==> src/rtl/fetch_unit.sv <==
// fetch_unit: instruction fetch stage feeding the decode stage.
// Owns the program counter. Runs a req/ack read handshake with program memory,
// buffers fetched bytes in a small FIFO and presents them to decode through a
// valid/ready handshake. Supports jump redirects and halts after a STOP opcode.
//
// Ports:
//   clk, rst              clock and synchronous active-high reset
//   mem_req, mem_addr     read request and address (held stable until mem_ack)
//   mem_ack, mem_rdata    memory accept and read data (same cycle)
//   instr_valid, instr,   FIFO head: valid flag, instruction byte and
//   instr_pc              the address it was fetched from
//   instr_ready           decode consumes the head when valid && ready
//   jump_en, jump_addr    single-cycle redirect strobe and target
//   halted                STOP fetched, no further requests until jump/reset
//   pc                    address of the next word to request
module fetch_unit #(
   parameter int unsigned        ADDR_W   = 8,
   parameter int unsigned        DATA_W   = 8,
   parameter logic [ADDR_W-1:0]  RESET_PC = '0,
   parameter int unsigned        DEPTH    = 2,
   parameter logic [DATA_W-1:0]  STOP_OP  = '0
) (
   input  logic              clk,
   input  logic              rst,
   output logic              mem_req,
   output logic [ADDR_W-1:0] mem_addr,
   input  logic              mem_ack,
   input  logic [DATA_W-1:0] mem_rdata,
   output logic              instr_valid,
   output logic [DATA_W-1:0] instr,
   output logic [ADDR_W-1:0] instr_pc,
   input  logic              instr_ready,
   input  logic              jump_en,
   input  logic [ADDR_W-1:0] jump_addr,
   output logic              halted,
   output logic [ADDR_W-1:0] pc
);

   localparam int unsigned PTR_W = (DEPTH > 1) ? $clog2(DEPTH) : 1;
   localparam int unsigned CNT_W = $clog2(DEPTH + 1);

   typedef enum logic [1:0] {
      IDLE    = 2'd0,
      REQ     = 2'd1,
      DISCARD = 2'd2,
      HALT    = 2'd3
   } state_t;

   state_t            state;
   logic [DATA_W-1:0] data_q [DEPTH];
   logic [ADDR_W-1:0] addr_q [DEPTH];
   logic [PTR_W-1:0]  rd_ptr;
   logic [PTR_W-1:0]  wr_ptr;
   logic [CNT_W-1:0]  count;

   logic pop;
   logic push;

   // A jump voids any pop and any push in its cycle.
   assign pop  = (count != '0) && instr_ready && !jump_en;
   assign push = (state == REQ) && mem_ack && !jump_en;

   // FIFO head is read straight out of the storage registers.
   assign instr_valid = (count != '0);
   assign instr       = data_q[rd_ptr];
   assign instr_pc    = addr_q[rd_ptr];

   // FIFO storage and pointers; a jump flushes the queue.
   always_ff @(posedge clk) begin
      if (rst) begin
         rd_ptr <= '0;
         wr_ptr <= '0;
         count  <= '0;
         for (int i = 0; i < int'(DEPTH); i++) begin
            data_q[i] <= '0;
            addr_q[i] <= '0;
         end
      end else if (jump_en) begin
         rd_ptr <= '0;
         wr_ptr <= '0;
         count  <= '0;
      end else begin
         if (push) begin
            data_q[wr_ptr] <= mem_rdata;
            addr_q[wr_ptr] <= mem_addr;
            wr_ptr         <= wr_ptr + PTR_W'(1);
         end
         if (pop) begin
            rd_ptr <= rd_ptr + PTR_W'(1);
         end
         if (push && !pop) begin
            count <= count + CNT_W'(1);
         end else if (pop && !push) begin
            count <= count - CNT_W'(1);
         end
      end
   end

   // Fetch control FSM with registered memory-side outputs.
   always_ff @(posedge clk) begin
      if (rst) begin
         state    <= IDLE;
         mem_req  <= 1'b0;
         mem_addr <= RESET_PC;
         pc       <= RESET_PC;
         halted   <= 1'b0;
      end else if (jump_en) begin
         pc     <= jump_addr;
         halted <= 1'b0;
         // An unacked request cannot be withdrawn: keep it up and drop its data later.
         if (((state == REQ) || (state == DISCARD)) && !mem_ack) begin
            state <= DISCARD;
         end else begin
            state   <= IDLE;
            mem_req <= 1'b0;
         end
      end else begin
         case (state)
            IDLE: begin
               // Only issue when the ack push is guaranteed a free slot.
               if (count < CNT_W'(DEPTH)) begin
                  mem_req  <= 1'b1;
                  mem_addr <= pc;
                  state    <= REQ;
               end
            end
            REQ: begin
               if (mem_ack) begin
                  mem_req <= 1'b0;
                  pc      <= mem_addr + ADDR_W'(1);
                  if (mem_rdata == STOP_OP) begin
                     state  <= HALT;
                     halted <= 1'b1;
                  end else begin
                     state <= IDLE;
                  end
               end
            end
            DISCARD: begin
               if (mem_ack) begin
                  mem_req <= 1'b0;
                  state   <= IDLE;
               end
            end
            HALT: begin
               state <= HALT;
            end
            default: begin
               state <= IDLE;
            end
         endcase
      end
   end

endmodule

==> config.mk <==
export PLATFORM = sky130hd
export DESIGN_NAME = fetch_unit
export DESIGN_NICKNAME = d
export VERILOG_FILES = /design/src/rtl/fetch_unit.sv
export SDC_FILE = /design/constraint.sdc
export NUM_CORES = 1
export LEC_CHECK = 0
export CORE_UTILIZATION = 51
export DETAILED_ROUTE_END_ITERATION = 8
export PLACE_DENSITY = 0.87
export SLEW_MARGIN = 0
export SYNTH_ARGS = -nofsm -noshare
export SYNTH_HDL_FRONTEND = slang
export SYNTH_SLANG_ARGS = --single-unit
export TNS_END_PERCENT = 100
==> constraint.sdc <==
create_clock -name clk -period 2.67 [get_ports clk]
set_clock_uncertainty 0.1 [all_clocks]
set_input_delay 0.534 -clock clk [delete_from_list [all_inputs] [get_ports clk]]
set_output_delay 0.534 -clock clk [all_outputs]
set_load 0.02 [all_outputs]
==> impl_metrics.tcl, run 1 <==
set metrics [dict create \
    setup.worst_path.end_class "primary output" \
    antenna_found_initial 0 \
    critical_path.cell_chain "buf_4 > mux2_2 > clkdlybuf4s50_1" \
    die_area_um2 5550 \
    grt_max_degree 28 \
    worstMarginPinSlew_ns 0.416 \
    cp-start-kind "flop" \
    pwr_density_cell_nw_per_um2 577 \
    avgSynthCellArea_um2 11.3 \
    grt_pass1_vias 1897 \
    async_flop_share_pct 0 \
    cts.clk_slew.worst_paths_ns 0.06 \
    postCtsHoldBufs 0 \
    setup_viol 0 \
    grt_overflow_total 0 \
    route.vias.total 2004 \
    ios 56 \
    rsz0062_at_grt "no" \
    synth_nets 265 \
    post-dp-hpwl_mm 3.77 \
    relSlewSlack_pct 72.3 \
    port_buffers 55 \
    multi_input_area_um2 1140 \
    worstSkewPairLatency_ns 0.33 \
    synth.area.top_cells "edfxtp_1 (36%), dfxtp_1 (19%), and2_1 (7.9%)" \
    cts_setup_buffers 0 \
    drv_cap 0 \
    yosysTopAreaCell "edfxtp_1" \
    synth_edf_count 32 \
    fill_cells 389 \
    p_leak_nw 1.33 \
    viasPerCell 5.33 \
    clkSinkCount 57 \
    synthFlopType "edfxtp_1" \
    finalWorstPathRequiredPeriod_ns 2.43 \
    die_w_um 74.5 \
    synth-seq-cells 57 \
    grt_usage_pct 22.1 \
    die_y_um 74.5 \
    ant_nets 0 \
    routed_wl_mm 5.60 \
    fin_crit_sh_pct 90.9 \
    diodes 0 \
    synthDistinctLibCells 41 \
    route.detailed.drc 0 \
    grt_pass1_wl_mm 8.77 \
    synth-seq-area-share_pct 54.5 \
    cts_tree "done" \
    cp_max_fo 16 \
    fmax_mhz 412 \
    drtPass1Iterations 4 \
    vdd_drop_max_uv 409 \
    design_area_um2 3530 \
    start_util_pct 52.9 \
    finalHoldViolCount 0 \
    crit_slowest_cell "clkdlybuf4s50_1" \
    clock_path_buffers 2 \
    clock-root-buffer "clkbuf_8" \
    cts.htree.levels 3 \
    syn_to_final_growth_pct 31.8 \
    slowest_delay_ns 0.54 \
    cts_inserted_buffers 9 \
    place_congestion 0.828 \
    routedWlPerCell_um 14.9 \
    min_path_type "flop to flop" \
    num_rows 26 \
    synth_area_um2 2680 \
    drive_gt1_share_pct 17.3 \
    cp_data_arrival_time_ns 1.79 \
    regArea_um2 1460 \
    dpl_cell_area_um2 3350 \
    power_w 0.00204 \
    netlist_instances 237 \
    ys.warnings.count 0 \
    finalMaxSlewViolations 0 \
    core_um2 5070 \
    final_nets 329 \
    cts_resized 0 \
    crit_required_ns 2.04 \
    crit_type "flop to primary output" \
    tns_ns 0 \
    yosysTopAreaCellShare_pct 35.8 \
    status "complete, no violations" \
    drtIter0Drc 150 \
]
==> cells in the final DEF (no fill, tap or decap), types with 2 or more instances in the layout <==
cell and instances:
xnor2_1 3, ha_1 7, nor3_1 7, and2_1 34
buf_4 11, nand3_1 5, clkdlybuf4s50_1 55, a311oi_1 2
and2_2 2, clkbuf_8 9, o22ai_1 4, dfxtp_1 25
a31oi_1 4, or2_2 4, xor2_1 7, nor2_1 19
nand2_1 11, o21ai_0 3, edfxtp_1 32, mux2i_1 7
inv_1 7, mux2_2 16, a211oi_1 2, clkinv_2 4
a21oi_1 6
==> metrics by stage <==
| step | std cells | setup slack [ns] | hold WS, ns | util [%] |
|---|---|---|---|---|
| finish | 376 | 0.243 | 0.396 | 69.6 |
| detailed placement | 360 | 0.232 | 0.394 | 66.0 |
| global placement | 360 | 0.290 | 0.385 | 66.0 |
| floorplan | 237 | 0.440 | 0.420 | - |
| CTS | 376 | 0.214 | 0.409 | 69.6 |
| global route | 376 | 0.182 | 0.438 | 69.6 |
==> state kept, by name, indices dropped and copies added (netlist names), named ones only <==
name	flops
addr_q	16
data_q	16
mem_addr	8
pc	8
count	2
state	2
halted	1
mem_req	1
rd_ptr	1
wr_ptr	1
==> critical path, delay by kind of cell, from the launching register on <==
family   cells  cell delay [ns]
mux          1             0.38
flops        1             0.31
buf+inv      2             0.78
==> kinds of logic after synthesis <==
kind of cell               Yosys count  synth area share, %
DFF                                 57                 54.5
adders and majority gates            7                 3.26
AOI/OAI and AO/OA                   28                 7.84
buffers and inverters               20                 2.98
muxes                               23                 9.33
and+or+nand+nor                     92                 18.8
xor gates and xnor gates            10                 3.27
==> power by group <==
part | internal, W | switching [W] | total [W] | leakage (nW)
combinational | 0.000140 | 0.000147 | 0.000287 | 0.699
sequential | 0.000964 | 0.0000268 | 0.000991 | 0.535
clock | 0.000420 | 0.000341 | 0.000761 | 0.0962
==> area by class of cell <==
class	count	area share [%]
Sequential cell	57	41.3
Multi-Input combinational cell	160	32.3
Timing Repair Buffer	66	17.9
Clock buffer	9	3.50
Tap cell	70	2.48
Clock inverter	7	1.73
Inverter	7	0.743
==> worst paths after layout <==
kind	from	end	slack [ns]	cells past startpoint
min reg2reg	halted	halted	0.40	2
max	flop	instr[7]	0.24	3
min	halted	halted	0.40	2
max reg2reg	state[1]	data_q[1][6]	0.81	5
==> routing by layer <==
metal | wire length, um | track usage, %
met1 | 2560 | 28.2
met2 | 2610 | 34.3
met3 | 350 | 7.72
met4 | 80 | 9.01
met5 | 0 | 0
==> Yosys cell counts, drive strengths merged, types with 2 or more instances <==
master and count:
buf 3, clkbuf 10, mux2 16, edfxtp 32
o22ai 4, o21ai 3, inv 7, nor2 19
a21oi 6, nand3 5, ha 7, xor2 7
nor3b 2, a211oi 2, xnor2 3, nor3 7
and2 36, a311oi 2, or4 2, or2 4
nand2 11, mux2i 7, a31oi 4, dfxtp 25
Note: power is estimated with default switching activity, not from simulation.
==> run 2, diff against run 1 <==
Settings changed: CELL_PAD_IN_SITES_DETAIL_PLACEMENT from default to 1, CELL_PAD_IN_SITES_GLOBAL_PLACEMENT from default to 1, CORE_UTILIZATION 51 to 40.
==> impl_metrics.tcl, run 2 (synthesized netlist as in run 1, its figures left out) <==
set metrics [dict create \
    clock-root-buffer "clkbuf_8" \
    cts.clk_slew.worst_paths_ns 0.06 \
    fill_cells 702 \
    clkSinkCount 57 \
    final_nets 328 \
    finalMaxSlewViolations 0 \
    drtPass1Iterations 6 \
    clock_path_buffers 2 \
    setup_viol 0 \
    crit_end "instr_pc[6]" \
    reg2reg_slack_ns 0.71 \
    cts_inserted_buffers 9 \
    layout_common_cells "clkdlybuf4s50_1 (55), and2_1 (34), edfxtp_1 (32)" \
    route.detailed.drc 7 \
    cts_resized 0 \
    syn_to_final_growth_pct 32.3 \
    pwr_density_cell_nw_per_um2 588 \
    antenna_found_initial 0 \
    violations "design-rule violations" \
    mostFrequentLayoutCell "clkdlybuf4s50_1" \
    worstMarginPinSlew_ns 0.417 \
    min_path_type "flop to flop" \
    setup.worst_path.end_class "primary output" \
    drtIter0Drc 101 \
    diodes 0 \
    crit_required_ns 2.04 \
    status "complete, but fails checks" \
    finalHoldViolCount 0 \
    post-dp-hpwl_mm 4.55 \
    relSlewSlack_pct 72.2 \
    fmax_mhz 412 \
    drv_cap 0 \
    cts.htree.levels 3 \
    cp_max_fo 16 \
    postCtsHoldBufs 0 \
    routedWlPerCell_um 17.4 \
    r2r-start "state[1]" \
    start_util_pct 41.8 \
    cts_setup_buffers 0 \
    fin_crit_sh_pct 90.8 \
    cp_data_arrival_time_ns 1.79 \
    num_rows 29 \
    grt_pass1_vias 2176 \
    grt_usage_pct 20.2 \
    ios 56 \
    r2r-end "addr_q[1][4]" \
    cts_tree "done" \
    rsz0062_at_grt "no" \
    reg2reg_depth 5 \
    ant_nets 0 \
    vdd_drop_max_uv 275 \
    final_util_pct 55.3 \
    place_congestion 0.767 \
    grt_pass1_wl_mm 10.9 \
    cp-start-kind "flop" \
    port_buffers 55 \
    die_y_um 83.9 \
    die_w_um 83.9 \
    worstSkewPairLatency_ns 0.32 \
    grt_max_degree 28 \
    grt_overflow_total 0 \
    die_area_um2 7040 \
    route.vias.total 2025 \
    drive_gt1_share_pct 16.4 \
    tns_ns 0 \
    core_um2 6420 \
    reg_top3 "addr_q: 16 flops, data_q: 16 flops" \
    finalWorstPathRequiredPeriod_ns 2.43 \
    crit_type "flop to primary output" \
    routed_wl_mm 6.63 \
    viasPerCell 5.30 \
    p_leak_nw 1.33 \
]
run 2: cell types whose count changed in the layout (fill, tap and decap cells not counted), sizes merged:
| cell | delta |
|---|---|
| buf | -1 |
| clkinvlp | -1 |
| clkbuf | +3 |
| clkinv | -2 |
run 2: power breakdown:
| part | total [W] | internal (W) | leakage (nW) | switching, W |
|---|---|---|---|---|
| sequential | 0.000993 | 0.000964 | 0.535 | 0.0000287 |
| combinational | 0.000293 | 0.000139 | 0.695 | 0.000154 |
| clock | 0.000800 | 0.000474 | 0.101 | 0.000325 |
run 2: critical path: stages, from the launching register on:
cell,delay (ns)
dfxtp_1,0.31
buf_4,0.24
mux2_2,0.37
clkdlybuf4s50_1,0.55
run 2: how the worst min path moves through the flow:
stage,from,end,slack [ns],cells past startpoint
final,halted,halted,0.40,2
after global routing,pc[1],pc[1],0.45,2
after CTS,halted,halted,0.41,2
after detailed placement,halted,halted,0.39,2
after global placement,halted,halted,0.39,2
after floorplan,rd_ptr,flop,0.42,2
run 2: area by class of cell:
cell class / instances / area [um^2] / share of cell area (%)
Clock inverter: 4 / 42.5 / 1.20
Inverter: 7 / 26.3 / 0.740
Multi-Input combinational cell: 160 / 1140 / 32.2
Timing Repair Buffer: 65 / 626 / 17.6
Clock buffer: 12 / 155 / 4.37
Sequential cell: 57 / 1460 / 41.2
Tap cell: 77 / 96.3 / 2.72
run 2: metrics by stage:
stage / worst slack, ns / area, um^2 / power, W / std cells / hold WS, ns
6_report: 0.245 / 3550 / 0.00209 / 382 / 0.403
5_1_grt: 0.175 / 3550 / 0.00217 / 382 / 0.455
4_1_cts: 0.220 / 3550 / 0.00210 / 382 / 0.410
3_5_place_dp: 0.184 / 3350 / 0.00130 / 366 / 0.394
3_3_place_gp: 0.291 / 3350 / 0.00129 / 366 / 0.390
2_1_floorplan: 0.440 / 2680 / 0.00117 / 237 / 0.420
run 2: layer usage:
layer	vias up	track usage, %	wire (um)
met5	-	0	0
li1	973	-	-
met3	6	3.86	266
met4	0	7.84	61
met1	1000	24.1	2920
met2	46	35.5	3380
